$ cat src/rtl/mem_port_arbiter_pkg.sv
// Shared types and defaults for the off-chip memory port arbiter and its cache clients.
package mem_port_arbiter_pkg;

  localparam int unsigned LINE_W_DEF = 256;
  localparam int unsigned ADDR_W_DEF = 32;
  localparam int unsigned TMO_W_DEF  = 8;

  typedef enum logic [1:0] {
    IDLE = 2'd0,
    BUSY = 2'd1,
    DONE = 2'd2
  } arb_state_t;

  typedef enum logic {
    OWN_I = 1'b0,
    OWN_D = 1'b1
  } owner_t;

endpackage

$ cat src/rtl/mem_port_arbiter_pick.sv
// Two-requester selector: grant when either requests; on collision the preferred side (ptr) wins.
module mem_arb_pick
  import mem_port_arbiter_pkg::*;
(
  input  logic i_req,
  input  logic d_req,
  input  logic ptr,
  output logic grant,
  output logic owner
);

  always_comb begin
    grant = i_req | d_req;
    owner = OWN_I;
    if (i_req && d_req) begin
      owner = ptr;
    end else if (d_req) begin
      owner = OWN_D;
    end
  end

endmodule

$ cat src/rtl/mem_port_arbiter.sv
// Single-port off-chip memory arbiter between I-cache and D-cache miss paths, with watchdog.
// Define MEM_ARB_RR_EN for round-robin arbitration; default is fixed D-over-I priority.
module mem_port_arbiter
  import mem_port_arbiter_pkg::*;
#(
  parameter int unsigned LINE_W = LINE_W_DEF,
  parameter int unsigned ADDR_W = ADDR_W_DEF,
  parameter int unsigned TMO_W  = TMO_W_DEF
) (
  input  logic              clk_i,
  input  logic              rst_i,
  input  logic              i_req_i,
  input  logic [ADDR_W-1:0] i_addr_i,
  output logic              i_ack_o,
  input  logic              d_req_i,
  input  logic              d_write_i,
  input  logic [ADDR_W-1:0] d_addr_i,
  input  logic [LINE_W-1:0] d_wdata_i,
  output logic              d_ack_o,
  output logic [LINE_W-1:0] rdata_o,
  output logic              mem_enable_o,
  output logic              mem_write_o,
  output logic [ADDR_W-1:0] mem_addr_o,
  output logic [LINE_W-1:0] mem_data_o,
  input  logic              mem_ack_i,
  input  logic [LINE_W-1:0] mem_data_i,
  output logic              mem_stall_o,
  output logic              tmo_err_o
);

  localparam logic [TMO_W-1:0] TMO_LAST = {{(TMO_W-1){1'b1}}, 1'b0};

  arb_state_t       state;
  owner_t           owner_q;
  logic [TMO_W-1:0] wd_cnt;
  logic             pick_grant;
  logic             pick_owner;
  logic             pick_ptr;

`ifdef MEM_ARB_RR_EN
  owner_t rr_ptr;
  assign pick_ptr = rr_ptr;
`else
  assign pick_ptr = OWN_D;
`endif

  mem_arb_pick u_pick (
    .i_req (i_req_i),
    .d_req (d_req_i),
    .ptr   (pick_ptr),
    .grant (pick_grant),
    .owner (pick_owner)
  );

  // Freeze drops in DONE so the pipeline can consume the returned line that cycle.
  assign mem_stall_o = (i_req_i | d_req_i) & (state != DONE);

  always_ff @(posedge clk_i or posedge rst_i) begin
    if (rst_i) begin
      state        <= IDLE;
      owner_q      <= OWN_I;
      mem_enable_o <= 1'b0;
      mem_write_o  <= 1'b0;
      mem_addr_o   <= '0;
      mem_data_o   <= '0;
      rdata_o      <= '0;
      i_ack_o      <= 1'b0;
      d_ack_o      <= 1'b0;
      wd_cnt       <= '0;
      tmo_err_o    <= 1'b0;
`ifdef MEM_ARB_RR_EN
      rr_ptr       <= OWN_I;
`endif
    end else begin
      case (state)
        IDLE: begin
          if (pick_grant) begin
            owner_q      <= owner_t'(pick_owner);
            mem_enable_o <= 1'b1;
            wd_cnt       <= '0;
            state        <= BUSY;
            if (pick_owner == OWN_D) begin
              mem_write_o <= d_write_i;
              mem_addr_o  <= d_addr_i;
              mem_data_o  <= d_wdata_i;
            end else begin
              mem_write_o <= 1'b0;
              mem_addr_o  <= i_addr_i;
              mem_data_o  <= '0;
            end
          end
        end
        BUSY: begin
          if (mem_ack_i) begin
            rdata_o      <= mem_data_i;
            mem_enable_o <= 1'b0;
            i_ack_o      <= (owner_q == OWN_I);
            d_ack_o      <= (owner_q == OWN_D);
            state        <= DONE;
          end else if (wd_cnt != '1) begin
            // Saturating count; the error flag sets on the same edge the count reaches all-ones.
            wd_cnt <= wd_cnt + 1'b1;
            if (wd_cnt == TMO_LAST) begin
              tmo_err_o <= 1'b1;
            end
          end
        end
        DONE: begin
          i_ack_o <= 1'b0;
          d_ack_o <= 1'b0;
          state   <= IDLE;
`ifdef MEM_ARB_RR_EN
          rr_ptr  <= (owner_q == OWN_I) ? OWN_D : OWN_I;
`endif
        end
        default: state <= IDLE;
      endcase
    end
  end

endmodule

$ cat config.mk
export PLATFORM = sky130hd
export DESIGN_NAME = mem_port_arbiter
export DESIGN_NICKNAME = d
export VERILOG_FILES = /design/src/rtl/mem_port_arbiter_pkg.sv /design/src/rtl/mem_port_arbiter_pick.sv /design/src/rtl/mem_port_arbiter.sv
export SDC_FILE = /design/constraint.sdc
export NUM_CORES = 1
export LEC_CHECK = 0
export CORE_AREA = 2 2 447 449
export CTS_CLUSTER_DIAMETER = 40
export DETAILED_ROUTE_END_ITERATION = 6
export DIE_AREA = 0 0 449 451
export SLEW_MARGIN = 30
export SYNTH_ARGS = -nofsm -noshare
export SYNTH_HDL_FRONTEND = slang
export SYNTH_SLANG_ARGS = --single-unit
$ cat constraint.sdc
create_clock -name clk_i -period 20.8 [get_ports clk_i]
set_input_delay 2.08 -clock clk_i [delete_from_list [all_inputs] [get_ports clk_i]]
set_output_delay 2.08 -clock clk_i [all_outputs]
set_load 0.005 [all_outputs]
### Yosys cells after proc, flatten, opt, wreduce, memory -nomap -nowiden

Index checks and enable logic that the tools add are counted.

| operators by class | value |
|---|---|
| equality and inequality tests | 9 |
| bitwise operators | 4 |
| reductions and logical operators | 11 |
| add/sub/neg operators | 1 |
| muxes and demuxes | 19 |

Operators by type and width:

| operator | count |
|---|---|
| $mux 256 | 1 |
| $mux 32 | 1 |
| $mux 8 | 3 |
| $pmux 8 s2 | 1 |
| $ne 2x2->1 const B | 5 |
| $add 8x1->8 const B | 1 |
| $eq 8x8->1 const B | 1 |
| $ne 8x8->1 const B | 1 |
| $reduce_and 2->1 | 4 |
| $reduce_and 4->1 | 2 |
| $mux 1 | 7 |
| $pmux 1 s2 | 3 |
| $mux 2 | 2 |
| $pmux 2 s2 | 1 |
| $reduce_bool 2->1 | 2 |
| $reduce_and 3->1 | 1 |
| $eq 2x1->1 const B | 1 |
| $eq 2x2->1 const B | 1 |
| $logic_not 2->1 | 1 |
| $not 1->1 | 2 |
| $and 1x1->1 | 1 |
| $logic_and 1x1->1 | 1 |
| $or 1x1->1 | 1 |

| word-level totals | value |
|---|---|
| output and inout bits | 550 |
| word-level logic and storage cells | 55 |
| register bits | 560 |

### Logic depth before layout (Yosys ltp)

Gate-level depths: netlist of the first run.

| depth | value |
|---|---|
| depth in word-level cells | 4 |
| mapped depth | 8 |
| mapped depth without buffers | 5 |

### Hierarchy

Synthesis of the first run repeated with hierarchy kept, for this count alone.

| second synthesis, totals | value |
|---|---|
| cells, all modules | 2416 |
| area total of the unflattened synthesis | 21981.1 um2 |

Modules (own cells, without submodules):

| module | instances | seq. area each (um2) | cells each | area each (um2) |
|---|---|---|---|---|
| mem_port_arbiter | 1 | 14013.4 | 2413 | 21963.6 |
| mem_arb_pick | 1 | 0.0 | 3 | 17.5 |

### Worst setup path after synthesis of the first run

Ideal clock, no wire load.

| timing path | value |
|---|---|
| kind | input-to-output |
| start point | input port d_req_i |
| end point | output port mem_stall_o |
| data arrival time | 2.423 ns |
| slack | 16.297 ns |
| cell stages on the path | 3 |
| buffers on the path | 1 |
| cell sequence | buf_4 > nor2_1 > a21oi_1 |

| on the way | value |
|---|---|
| longest elaborated chain between the ends | 2 |

RTL lines:

| element | RTL line | source |
|---|---|---|
| start, declared | mem_port_arbiter.sv:15 | `input logic d_req_i,` |
| $or 1x1->1 | mem_port_arbiter.sv:56 | `assign mem_stall_o = (i_req_i \| d_req_i) & (state != DONE);` |
| $and 1x1->1 | mem_port_arbiter.sv:56 |  |
| end, declared | mem_port_arbiter.sv:27 | `output logic mem_stall_o,` |

No other way between the ends.

### Worst setup path after layout of the first run

| timing path | value |
|---|---|
| start point | input port i_req_i |
| end point | output port mem_stall_o |

| on the way | value |
|---|---|
| longest elaborated chain between the ends | 2 |

RTL lines:

| element | RTL line | source |
|---|---|---|
| start, declared | mem_port_arbiter.sv:12 | `input logic i_req_i,` |
| $or 1x1->1 | mem_port_arbiter.sv:56 |  |
| $and 1x1->1 | mem_port_arbiter.sv:56 |  |

No other way between the ends.

==> impl_metrics.ini, run 1 <==
[status]
status = finished, final reports clean

[global_route]
grt.total_usage_pct = 17.4
grt_pass1_wl_microns = 227000
antenna_found_initial = 167
overflow = 0
grt_pass1_vias = 20600
grt_max_degree = 187

[critical_path]
path_max_fanout = 3
cp_data_required_time_ns = 18.72
worst_r2r_path_depth = 6
crit_arrival_ns = 3.90
critPathKind = primary input to output port
startpoint_type = primary input
critical_path.endpoint_type = output port

[logic_synthesis]
yosysTopAreaCellShare_pct = 67.2
synth.net_count = 2454
synth_area_per_cell_sq_um = 11.2
synthTopCellsByArea = dfrtp_1 67%, nand2_1 14%, a22o_1 11%, mux2i_1 1.6%, buf_6 1.2%
synth-edff-count = 0
post-synth-top-area-cell = dfrtp_1
yosysWarnings = 0
synth_ff_type = dfrtp_1
syn_area_sq_mm = 0.0209
synth.most_common_cell = nand2_1
ys_ff_latch = 560
synthCells = 1870
yosysSeqAreaShare_pct = 67.2
async_flop_share_pct = 100
synth_cell_types = 38
synth_common_cells = 805 x nand2_1, 560 x dfrtp_1, 258 x a22o_1

[clocking]
cts.sinks = 560
htreeDepth = 4
clock_latency_ns = 0.78
cts_tree = done
cts_setup_buffers = 0
cts_resized = 0
cts-root-buf = clkbuf_16
cts-hold-fix-buffers = 0
clkSlewWorstSetupHoldPaths_ns = 0.05
cts_made_buffers = 133
clockBufferDepth = 3

[pwr]
swShare_pct = 37.5
peakVddDrop_v = 0.0000788
switching_power_uw = 2600
p_int_uw = 4320
power.clock.fraction_pct = 31.4
p_seq_share_pct = 28.3
p_per_area_mw_per_mm2 = 174
power_uw = 6910
static-leakage-power_uw = 0.0174
p_comb_share_pct = 40.3

[routing]
avgRoutedWirePerCell_microns = 31.1
post-route-drc-count = 0
vias = 20600
routed_via_density = 3.54
dr.pass1.iters = 5
ant_nets = 0
routed_wl_microns = 181000
first_iter_violations = 1692

[placed_design]
port_buffers = 1131
dp_hpwl_microns = 153000
gp_congestion = 0.926

[cells_and_area]
fillCellCount = 21800
final_core_util_pct = 20.0
layout-drive-gt1-share_pct = 8.31
fin_nets = 3614
area_growth_pct = 90.5

[floorplan]
ioPinCount = 1132
fp.dieArea_sq_mm = 0.202
rows = 164
core_sq_mm = 0.198
die_h_microns = 451
die_w_microns = 449
start_util_pct = 10.5

[timing]
slew_viol_final = 0
finClkSkew_ns = 0.0306
hold_viol_final = 0
setup_violations = 0
finalCritPeriodShare_pct = 28.8
max_slew.worst_pin.slew_ns = 1.16
timing.final.crit_period_ns = 5.98
slew_headroom_pct = 22.8
fmax_ghz = 0.167
grt_setup_unrepaired = false
setup_tns_ns = 0

[run]
cap_violations = 0

[worst_hold_path]
whs_path_depth = 2
hold_class = flop to flop
[per-stage QoR]
step / instance area (sq um) / hold slack [ns] / setup WS [ns] / std cells
2_1_floorplan: 20900 / 0.463 / 3.06 / 1870
3_3_place_gp: 35000 / 0.459 / 14.46 / 5549
3_5_place_dp: 35000 / 0.461 / 14.54 / 5550
4_1_cts: 39700 / 0.474 / 14.53 / 5794
5_1_grt: 39700 / 0.480 / 14.65 / 5806
6_report: 39700 / 0.468 / 14.82 / 5811
[critical path, stage by stage]
cell             delay (ns)
clkdlybuf4s50_1        0.68
nor2_1                 0.13
a21oi_1                0.41
clkdlybuf4s50_1        0.60
[flip-flops by register name, summed over array words and instances, names as in the netlist]
signal,count
mem_data_o,256
rdata_o,256
mem_addr_o,32
wd_cnt,8
state,2
d_ack_o,1
i_ack_o,1
mem_enable_o,1
mem_write_o,1
owner_q,1
tmo_err_o,1
[placed cells by master (no fill, tap or decap), types with 10 or more instances in the layout]
master / synthesis / final
diode_2: 0 / 16
inv_6: 0 / 10
o21ai_1: 34 / 34
bufinv_16: 0 / 12
clkinv_2: 0 / 20
a22o_1: 258 / 258
dfrtp_1: 560 / 560
buf_4: 2 / 14
clkbuf_1: 49 / 14
mux2i_1: 33 / 33
nand2_1: 805 / 804
clkbuf_16: 0 / 135
clkdlybuf4s50_1: 0 / 1130
clkbuf_8: 0 / 19
clkinvlp_4: 0 / 14
[kinds of logic (layout without fill, tap and decap cells)]
kind of cell               Yosys count  after routing  synth area share, %
and+or+nand+nor                    828            828                 15.2
muxes                               35             35                 1.69
AOI/OAI and AO/OA                  310            310                 12.3
other                                0             16                    0
buffers and inverters              135           1404                 3.57
adders and majority gates            2              2                0.120
DFF                                560            560                 67.2
[power by group through the flow]
| stage | clock network [uW] | registers [uW] | logic, uW |
|---|---|---|---|
| after global routing | 2280 | 2020 | 2990 |
| after detailed placement | 0 | 1950 | 2820 |
| final | 2170 | 1960 | 2780 |
| after CTS | 2230 | 1950 | 2840 |
| after floorplan | 0 | 1940 | 751 |
| after global placement | 0 | 1940 | 2810 |
[worst paths after layout]
kind	startpoint	end	slack [ns]
max in group asynchronous	rst_i	mem_data_o[178]	16.16
max reg2reg	state[1]	rdata_o[50]	17.43
min reg2reg	rdata_o[95]	rdata_o[95]	0.47
min	rdata_o[95]	rdata_o[95]	0.47
max	i_req_i	mem_stall_o	14.82
min in group asynchronous	rst_i	rdata_o[165]	1.89
[layout make-up]
type	count	area [sq um]	share of cell area, %
inverter	8	45.0	0.113
clock inverter	76	947	2.38
antenna	16	40.0	0.101
tap	2656	3320	8.36
sequential	560	14000	35.3
timing repair buffer	1152	11500	29.1
clock buffer	168	3690	9.29
multi-input combinational	1175	6120	15.4
[metal layers]
layer | vias up | track usage, % | wire (microns)
met5 | - | 0 | 28
met4 | 4 | 7.57 | 9170
met3 | 499 | 10.8 | 25400
met2 | 1298 | 28.0 | 83600
met1 | 10100 | 18.1 | 62700
li1 | 8658 | - | -
Power figures use the tool's default switching activity.
==> run 2, diff against run 1 <==
Settings changed: CORE_AREA 2 2 447 449 to 2 2 444 446, DIE_AREA 0 0 449 451 to 0 0 446 448.
Clock period 20.8 ns to 4.95 ns, I/O delays scaled along.
==> impl_metrics.ini, run 2 (synthesized netlist as in run 1, its figures left out) <==
[routing]
post-route-drc-count = 0
routed_via_density = 3.56
vias = 20400
avgRoutedWirePerCell_microns = 30.4
first_iter_violations = 1490
routed_wl_microns = 174000
ant_nets = 0
dr.pass1.iters = 5

[pwr]
swShare_pct = 36.8
p_comb_share_pct = 38.6
power.clock.fraction_pct = 33.0
power_uw = 29400
peakVddDrop_v = 0.000327
p_int_uw = 18600
p_per_area_mw_per_mm2 = 732
static-leakage-power_uw = 0.0176
switching_power_uw = 10800
p_seq_share_pct = 28.4

[timing]
slew_viol_final = 0
grt_setup_unrepaired = false
finalCritPeriodShare_pct = 62.6
finClkSkew_ns = 0.0762
slew_headroom_pct = 36.6
setup_ws_ns = 1.85
setup_violations = 0
fmax_ghz = 0.323
hold_viol_final = 0
timing.final.crit_period_ns = 3.10
max_slew.worst_pin.slew_ns = 0.952

[cells_and_area]
final_area_sq_mm = 0.0401
final_core_util_pct = 20.6
fin_nets = 3628
final_cell_mix = 1,130 x clkdlybuf4s50_1, 804 x nand2_1, 560 x dfrtp_1
layout-drive-gt1-share_pct = 8.83
top_regs = mem_data_o: 256 flops, rdata_o: 256 flops, mem_addr_o: 32 flops
area_growth_pct = 92.2
final_common_cell = clkdlybuf4s50_1

[placed_design]
gp_congestion = 0.967
port_buffers = 1131
pre_cts_ws_ns = 1.90
placed_area_sq_mm = 0.0350
dp_hpwl_microns = 146000

[floorplan]
die_h_microns = 448
rows = 162
start_util_pct = 10.7
die_w_microns = 446
fp.dieArea_sq_mm = 0.200
ioPinCount = 1132
core_sq_mm = 0.195

[global_route]
grt_pass1_vias = 20600
grt.total_usage_pct = 16.8
grt_max_degree = 147
grt_pass1_wl_microns = 218000
antenna_found_initial = 152
overflow = 0

[critical_path]
cp_data_required_time_ns = 4.45
r2r_slack_ns = 1.88
crit_arrival_ns = 2.60
path_max_fanout = 8
startpoint_type = flop
critPathKind = flop to output port
critical_path.endpoint_type = output port
slowest_stage = dfrtp_1
crit_path_cell_trace = inv_2 -> a21oi_1 -> clkdlybuf4s50_1
cpPeakStageDelay_ns = 0.72
critical_path.top_delay_family = buffers and inverters
cp.buffers_inverters = 2

[clocking]
cts-hold-fix-buffers = 0
htreeDepth = 4
cts_resized = 0
clkSlewWorstSetupHoldPaths_ns = 0.05
clock_latency_ns = 0.78
cts.sinks = 560
clockBufferDepth = 3
cts-root-buf = clkbuf_16
cts_tree = done
cts_setup_buffers = 0
cts_made_buffers = 138

[status]
status = finished, final reports clean

[worst_hold_path]
hold_class = primary input to flop

[run]
cap_violations = 0
-- run 2: power groups by stage --
stage	registers, uW	logic (uW)	clock network (uW)
after detailed placement	8320	11500	0
after global routing	8590	12200	10100
final	8340	11300	9680
after CTS	8340	11500	9890
after global placement	8300	11400	0
after floorplan	8140	3160	0
-- run 2: final cells by class --
type,count,area [sq um]
fillers,21000,154000
inverters,8,41.3
multi-input cells,1175,6130
repair buffers,1161,11700
clock inverters,79,1190
clock buffers,175,3810
diodes,28,70.1
well taps,2542,3180
flip-flops and latches,560,14000
-- run 2: worst register-to-register path, cell delays in order (launching register included) --
cell and delay [ns]:
dfrtp_1 0.72, nor2b_1 0.45, nand2_4 0.36, inv_8 0.76, buf_4 0.52, nand2_1 0.10, nand2_1 0.06
-- run 2: per-layer routing --
metal / global-route usage, % / wire length (microns)
met1: 18.6 / 64500
met2: 25.7 / 79000
met3: 9.91 / 23000
met4: 7.82 / 7410
met5: 0 / 57
-- run 2: final timing paths --
check | startpoint | endpoint | cells after the start
worst max-delay path | state[0] | mem_stall_o | 3
max in group asynchronous | rst_i | mem_data_o[253] | 3
worst max register to register | state[0] | rdata_o[93] | 6
min in group asynchronous | rst_i | rdata_o[1] | 2
worst min register to register | rdata_o[120] | rdata_o[120] | 2
worst min-delay path | mem_data_i[17] | rdata_o[17] | 3
-- run 2: stage by stage --
step	std cells	hold WS (ns)	TNS [ns]
3_5_place_dp	5446	0.459	0
6_report	5728	0.238	0
4_1_cts	5700	0.153	0
2_1_floorplan	1870	0.463	-1774.49
5_1_grt	5722	0.185	0
3_3_place_gp	5445	0.455	0
